$ cat config.mk
export PLATFORM = sky130hd
export DESIGN_NAME = uart_rx_ctrl
export DESIGN_NICKNAME = d
export VERILOG_FILES = /design/src/rtl/uart_rx_ctrl.sv
export SDC_FILE = /design/constraint.sdc
export NUM_CORES = 1
export LEC_CHECK = 0
export ABC_CLOCK_PERIOD_IN_PS = 3900
export CORE_MARGIN = 5
export CORE_UTILIZATION = 40
export CTS_CLUSTER_DIAMETER = 80
export DETAILED_ROUTE_END_ITERATION = 16
export SYNTH_ARGS = -nofsm -noshare
export SYNTH_HDL_FRONTEND = slang
export SYNTH_SLANG_ARGS = --single-unit
$ cat constraint.sdc
create_clock -name clk -period 3.9 [get_ports clk]
set_input_delay 0.78 -clock clk [delete_from_list [all_inputs] [get_ports clk]]
set_output_delay 0.78 -clock clk [all_outputs]
set_load 0.005 [all_outputs]
$ cat src/rtl/uart_rx_ctrl.sv
// rtl/uart_rx_ctrl.sv - UART receive controller: 16x tick, enable sequencing, byte FIFO, status flags
// Arms on 16 idle ticks, recovers from line breaks, and reports overflow, break and idle.
module uart_rx_ctrl #(
    parameter int FIFO_DEPTH  = 4,
    parameter int DIV_W       = 16,
    parameter int IDLE_CHARS  = 2,
    parameter int BREAK_TICKS = 176
) (
    input  logic                          clk,
    input  logic                          rst_n,
    input  logic                          enable,
    input  logic [DIV_W-1:0]              baud_div,
    input  logic                          i_rx,
    output logic                          rx_en,
    output logic                          baud_tick,
    input  logic [7:0]                    rx_o_data,
    input  logic                          rx_o_data_valid,
    output logic [7:0]                    m_data,
    output logic                          m_valid,
    input  logic                          m_ready,
    output logic [$clog2(FIFO_DEPTH):0]   fifo_count,
    output logic                          overflow,
    output logic                          break_det,
    output logic                          idle_irq,
    input  logic                          clr_status
);

    localparam int AW       = $clog2(FIFO_DEPTH);
    localparam int CW       = AW + 1;
    localparam int LW       = $clog2(BREAK_TICKS + 1);
    localparam int IDLE_LIM = IDLE_CHARS * 176;
    localparam int IW       = $clog2(IDLE_LIM + 1);

    typedef enum logic [1:0] {OFF, ARM, RUN, RECOVER} state_t;

    state_t           state, state_nxt;
    logic [1:0]       sync;
    logic             rxs;
    logic [DIV_W-1:0] div_cnt;
    logic [4:0]       high_cnt;
    logic [LW-1:0]    low_cnt;
    logic [IW-1:0]    idle_cnt;
    logic             armed;
    logic             prev_valid;
    logic             brk_set;
    logic             push, pop, full, wr_en, ovf_set, idle_fire;
    logic [7:0]       mem [FIFO_DEPTH];
    logic [AW-1:0]    wr_ptr, rd_ptr;
    logic [CW-1:0]    count;

    assign rxs        = sync[1];
    assign rx_en      = (state == RUN);
    assign m_valid    = (count != '0);
    assign m_data     = mem[rd_ptr];
    assign fifo_count = count;
    assign full       = (count == CW'(FIFO_DEPTH));
    assign pop        = m_valid && m_ready;
    assign push       = (state == RUN) && rx_o_data_valid && !prev_valid;
    assign wr_en      = push && (!full || pop);
    assign ovf_set    = push && full && !pop;
    assign idle_fire  = (state == RUN) && !push && baud_tick && rxs && armed
                        && (idle_cnt == IW'(IDLE_LIM - 1));

    // Live compare against baud_div: lowering it below the count runs the counter to wrap.
    always_ff @(posedge clk or negedge rst_n) begin
        if (!rst_n) begin
            sync      <= 2'b11;
            div_cnt   <= '0;
            baud_tick <= 1'b0;
        end else begin
            sync <= {sync[0], i_rx};
            if (!enable) begin
                div_cnt   <= '0;
                baud_tick <= 1'b0;
            end else if (div_cnt == baud_div) begin
                div_cnt   <= '0;
                baud_tick <= 1'b1;
            end else begin
                div_cnt   <= div_cnt + DIV_W'(1);
                baud_tick <= 1'b0;
            end
        end
    end

    always_comb begin
        state_nxt = state;
        brk_set   = 1'b0;
        if (!enable) begin
            state_nxt = OFF;
        end else begin
            case (state)
                OFF:     state_nxt = ARM;
                ARM:     if (baud_tick && rxs && high_cnt == 5'd15) state_nxt = RUN;
                RUN: begin
                    if (baud_tick && !rxs && low_cnt == LW'(BREAK_TICKS - 1)) begin
                        state_nxt = RECOVER;
                        brk_set   = 1'b1;
                    end
                end
                RECOVER: if (rxs) state_nxt = ARM;
                default: state_nxt = OFF;
            endcase
        end
    end

    always_ff @(posedge clk or negedge rst_n) begin
        if (!rst_n) begin
            state      <= OFF;
            high_cnt   <= '0;
            low_cnt    <= '0;
            idle_cnt   <= '0;
            armed      <= 1'b0;
            idle_irq   <= 1'b0;
            prev_valid <= 1'b0;
            overflow   <= 1'b0;
            break_det  <= 1'b0;
        end else begin
            state      <= state_nxt;
            prev_valid <= rx_o_data_valid;
            idle_irq   <= idle_fire;

            if (state != ARM)   high_cnt <= '0;
            else if (baud_tick) high_cnt <= rxs ? high_cnt + 5'd1 : 5'd0;

            if (state != RUN)   low_cnt <= '0;
            else if (baud_tick) low_cnt <= rxs ? '0 : low_cnt + LW'(1);

            // Saturate so a long idle line never wraps back into a second pulse.
            if (state != RUN || push) idle_cnt <= '0;
            else if (baud_tick) begin
                if (!rxs)                          idle_cnt <= '0;
                else if (idle_cnt != IW'(IDLE_LIM)) idle_cnt <= idle_cnt + IW'(1);
            end

            if (push)           armed <= 1'b1;
            else if (idle_fire) armed <= 1'b0;

            if (ovf_set)         overflow <= 1'b1;
            else if (clr_status) overflow <= 1'b0;

            if (brk_set)         break_det <= 1'b1;
            else if (clr_status) break_det <= 1'b0;
        end
    end

    always_ff @(posedge clk or negedge rst_n) begin
        if (!rst_n) begin
            for (int i = 0; i < FIFO_DEPTH; i++) mem[i] <= '0;
            wr_ptr <= '0;
            rd_ptr <= '0;
            count  <= '0;
        end else begin
            if (wr_en) begin
                mem[wr_ptr] <= rx_o_data;
                wr_ptr      <= wr_ptr + AW'(1);
            end
            if (pop) rd_ptr <= rd_ptr + AW'(1);
            case ({wr_en, pop})
                2'b10:   count <= count + CW'(1);
                2'b01:   count <= count - CW'(1);
                default: count <= count;
            endcase
        end
    end

endmodule

== After elaboration in Yosys (flattened, before gate mapping) ==
Index checks and enable logic that the tools add are counted.
W data, S select, Z words.
Storage, ports and cells
  input port bits: 31
  logic and storage cells: 117
  output and inout port bits: 17
  register bits after elaboration: 87
Cells by class
  $add $sub $neg: 8
  reductions and logical operators: 34
  multiplexer cells: 34
  equal/unequal tests: 17
  bitwise gates (word level): 2
  magnitude comparators: 3
Operators by type and width (count)
  $mux W8: 6
  $mux W9: 4
  $bwmux W32: 1
  $mux W16: 2
  $add A16 B1 Y16 const B: 1
  $bmux W8 S2: 1
  $demux W8 S2: 1
  $eq A16 B16 Y1: 1
  $logic_and A1 B1 Y1: 16
  $mux W5: 3
  $reduce_bool A2 Y1: 7
  $mux W1: 10
  $add A9 B1 Y9 const B: 1
  $eq A9 B9 Y1 const B: 1
  $ne A9 B9 Y1 const B: 1
  $add A8 B1 Y8 const B: 1
  $eq A8 B8 Y1 const B: 1
  $mux W2: 4
  $pmux W2 S4: 1
  $eq A2 B2 Y1 const B: 3
  $ge A3 B3 Y1 const B: 2
  $ne A3 B3 Y1 const B: 2
  $not A2 Y3: 2
  $pmux W3 S2: 1
  other kinds (18): 25

== Logic depth before layout (Yosys ltp) ==
  depth after elaboration: 11
  mapped depth: 8

== Worst setup path after synthesis ==
No wires, ideal clock.
  path kind: input port to flip-flop
  from: input port m_ready
  to: register mem[0] in the netlist's numbering
  library setup time: 0.125 ns
  arrival: 1.908 ns
  setup slack: 1.867 ns
  stages on the path: 4
  path through: nor4b_1 > nor2_2 > nand2_2 > mux2_2
On the way
  word-level cells in the longest chain between the ends: 3
RTL lines
  start: declaration: RTL line 20  | input logic m_ready,
  $logic_and A1 B1 Y1: RTL line 57  | assign pop = m_valid && m_ready;
  $logic_or A1 B1 Y1: RTL line 59  | assign wr_en = push && (!full || pop);
  $logic_and A1 B1 Y1: RTL line 59
  end signal: indexed assignment: RTL line 154  | mem[wr_ptr] <= rx_o_data;
  end: declaration: RTL line 47  | logic [7:0] mem [FIFO_DEPTH];
No other way between the ends.
A chain may end at the register's enable or synchronous reset.

== Worst setup path in the final report ==
  from: register rd_ptr[0]
  to: output port m_data[1]
On the way
  word-level cells in the longest chain between the ends: 4
RTL lines
  start: declaration: RTL line 48  | logic [AW-1:0] wr_ptr, rd_ptr;
  start signal: assignment: RTL line 157  | if (pop) rd_ptr <= rd_ptr + AW'(1);
  $not A2 Y3 (not written as such): RTL line 54  | assign m_data = mem[rd_ptr];
  $bmux W8 S2: RTL line 54
  $mux W8 (not written as such) (2 in a row): RTL line 54
  end: declaration: RTL line 18  | output logic [7:0] m_data,
No other way between the ends. The select of a mux whose other input is x is not followed.

==> reports/results.ini <==
[synthesis]
synth_cells=392
syn_nets=437
ys_warn_count=0
synth_top_area_share_pct=47.59
synth_top_area_cell=dfrtp_1
avgSynthCellArea_um2=11.40
ys_seq_area_share_pct=48.77
yosys-top-cells-area=dfrtp_1 (48%), mux2_2 (8.1%), xnor2_1 (5.5%)
synth_edf_count=0
synthArstFlopShare_pct=100.0
yosys.cell_types.count=53
ys_seq_elements=87
synthesis.area_um2=4469
synth_flop_cell=dfrtp_1

[sta]
setup-violations-final=0
rsz0062_at_grt=no
relSlewSlack_pct=34.62
worstMarginPinSlew_ns=0.9807
max_freq_mhz=341.5
finalHoldViolations=0
holdWs_ns=0.3596
final.setup.tns_ns=0
finalCriticalPeriod_ns=2.928
final-max-slew-violation-count=0
clock_skew_ns=0.01022
period_share_pct=75.08

[placement]
hpwl_um=6441
place_area_um2=5076
gp_congestion=0.7880
port_buffers=47
dp_cells=571

[final_layout]
final_cells=587
fin_area_um2=5264
mostFrequentLayoutCells=dfrtp_1 (85), clkdlybuf4s50_1 (46), mux2_2 (32)
num_antenna_cells=0
area_delta_synth_final_pct=17.78
final_core_util_pct=48.35
nets=487
layout-drive-gt1-share_pct=17.00
mostFrequentLayoutCell=dfrtp_1

[critical_path]
worstReg2RegStart=state[0]
crit_buf_inv=1
startpoint=rd_ptr[0]
critPathArrivalTime_ns=2.15
crit_fanout=10
start_kind=register
critical_path.max_stage_delay_ns=0.73
path_class=reg2out
crit_path_cell_trace=mux4_2 -> clkdlybuf4s50_1
cp_num_cells=2
cpMaxStageDelayCell=dfrtp_1
worstRegToRegCells=6
required_ns=3.12
end_kind=output pin
critPathTopFamily=flip-flops

[drt]
postRouteAntennaNets=0
drc=0
routedWlPerCell_um=15.54
routed_via_density=5.267
drt_iter0_drc=95
first_pass_iters=4
wirelength_um=9121
vias=3092

[floorplanning]
rows=38
fp.dieW_um=115.7
io_pins=48
dieHeight_um=115.7
coreArea_um2=10890
die_area_um2=13390
start_util_pct=41.05

[worst_hold_path]
holdCritStartpoint=sync[0]
hold_path_class=reg2reg
holdPathStages=0

[cts]
clk_latency_ns=0.36
post_cts_resized=0
clkTransAtPathRegs_ns=0.08
ctsRootBufferMaster=clkbuf_8
cts_hold_buffers=0
cts_inserted_buffers=9
cts.sinks=87
cts_buffer_depth=2
tritoncts=yes
cts.htree.levels=3
cts_setup_buffers=0

[power_and_ir_drop]
p_clk_share_pct=24.5
power.density_nw_per_um2=477.0
p_comb_share_pct=27.1
vdd_ir_drop_max_uv=198.4
swShare_pct=28.60
seqPwrFrac_pct=48.4
p_leak_nw=2.232
internal_power_w=0.001793
power.switching_w=0.0007180

[global_route]
grt_max_degree=78
grt_usage_pct=14.84
globalRoute.totalOverflow=0
grt_pass1_wl_um=15700
grt_pass1_vias=3224
antenna_found_initial=0

[run_status]
outcome=completed

[job]
maxCapViolations=0

-- power by group through the flow --
| stage | Clock, W | Sequential (W) | Combinational, W |
|---|---|---|---|
| floorplan | 0 | 0.00115 | 0.000458 |
| global placement | 0 | 0.00123 | 0.000672 |
| detailed placement | 0 | 0.00124 | 0.000689 |
| CTS | 0.000636 | 0.00122 | 0.000693 |
| global route | 0.000668 | 0.00125 | 0.000754 |
| finish | 0.000615 | 0.00122 | 0.000680 |
-- layout make-up --
type / instances / area (um^2)
clock buffer: 11 / 131.4
clock inverter: 5 / 56.30
fill: 999 / 5624
inverter: 23 / 86.33
multi-input combinational: 273 / 2160
sequential: 87 / 2180
tap: 140 / 175.2
timing repair buffer: 48 / 475.5
-- worst register-to-register path: stages (launching register included) --
cell      delay [ns]
dfrtp_1         0.42
inv_1           0.07
ha_1            0.54
nand3b_1        0.34
nor2_2          0.45
nand2_2         0.26
mux2_2          0.34
-- kinds of logic after synthesis --
logic type / count (synthesis) / synth area share, %
AND/OR/NAND/NOR: 132 / 16.15
flip-flops: 87 / 48.77
AO/OA/AOI/OAI: 47 / 7.839
multiplexers: 47 / 13.77
XOR/XNOR: 33 / 6.467
buffers and inverters: 32 / 2.911
adder cells (fa/ha/maj): 14 / 4.087
-- layer usage --
metal / global-route usage [%] / up-vias / part of all wire [%]
li1: - / 1505 / -
met1: 20.42 / 1508 / 47
met2: 23.34 / 65 / 48
met3: 2.089 / 14 / 2.9
met4: 6.883 / 0 / 2.1
met5: 0 / - / 0
-- path summary, 6_finish.rpt --
check / to / slack (ns)
setup / recovery: m_data[1] / 0.97
hold / removal: sync[1] / 0.36
setup reg to reg: mem[3] / 1.37
hold reg to reg: sync[1] / 0.36
max in group asynchronous: sync[1] / 2.50
min in group asynchronous: div_cnt[1] / 0.55
-- synth_stat cells, types with 5 or more instances --
master    instances
xnor2_1          28
nand2_1          20
ha_1             13
inv_1            23
a21oi_1          14
mux2_2           32
nand3_1          15
clkbuf_1          5
xor2_1            5
nor3_1            5
nor2b_1           8
mux2i_1           6
nor4_1           12
and3_1            6
dfrtp_1          85
mux4_2            8
nor2_1           23
nand4_1          11
o21ai_0           8
-- flip-flops by register name, indices dropped and copies added, names as in the netlist, 2 cells and up --
signal,count
high_cnt,5
sync,2
div_cnt,16
low_cnt,8
fifo_count,3
rd_ptr,2
wr_ptr,2
mem,32
state,2
idle_cnt,9
-- through the flow --
stage	worst slack (ns)	total power, W
6_report	0.9718	0.002511
5_1_grt	0.8233	0.002670
4_1_cts	0.8927	0.002549
3_5_place_dp	1.097	0.001928
3_3_place_gp	1.161	0.001901
2_1_floorplan	1.867	0.001613
(Power assumes the default switching activity.)
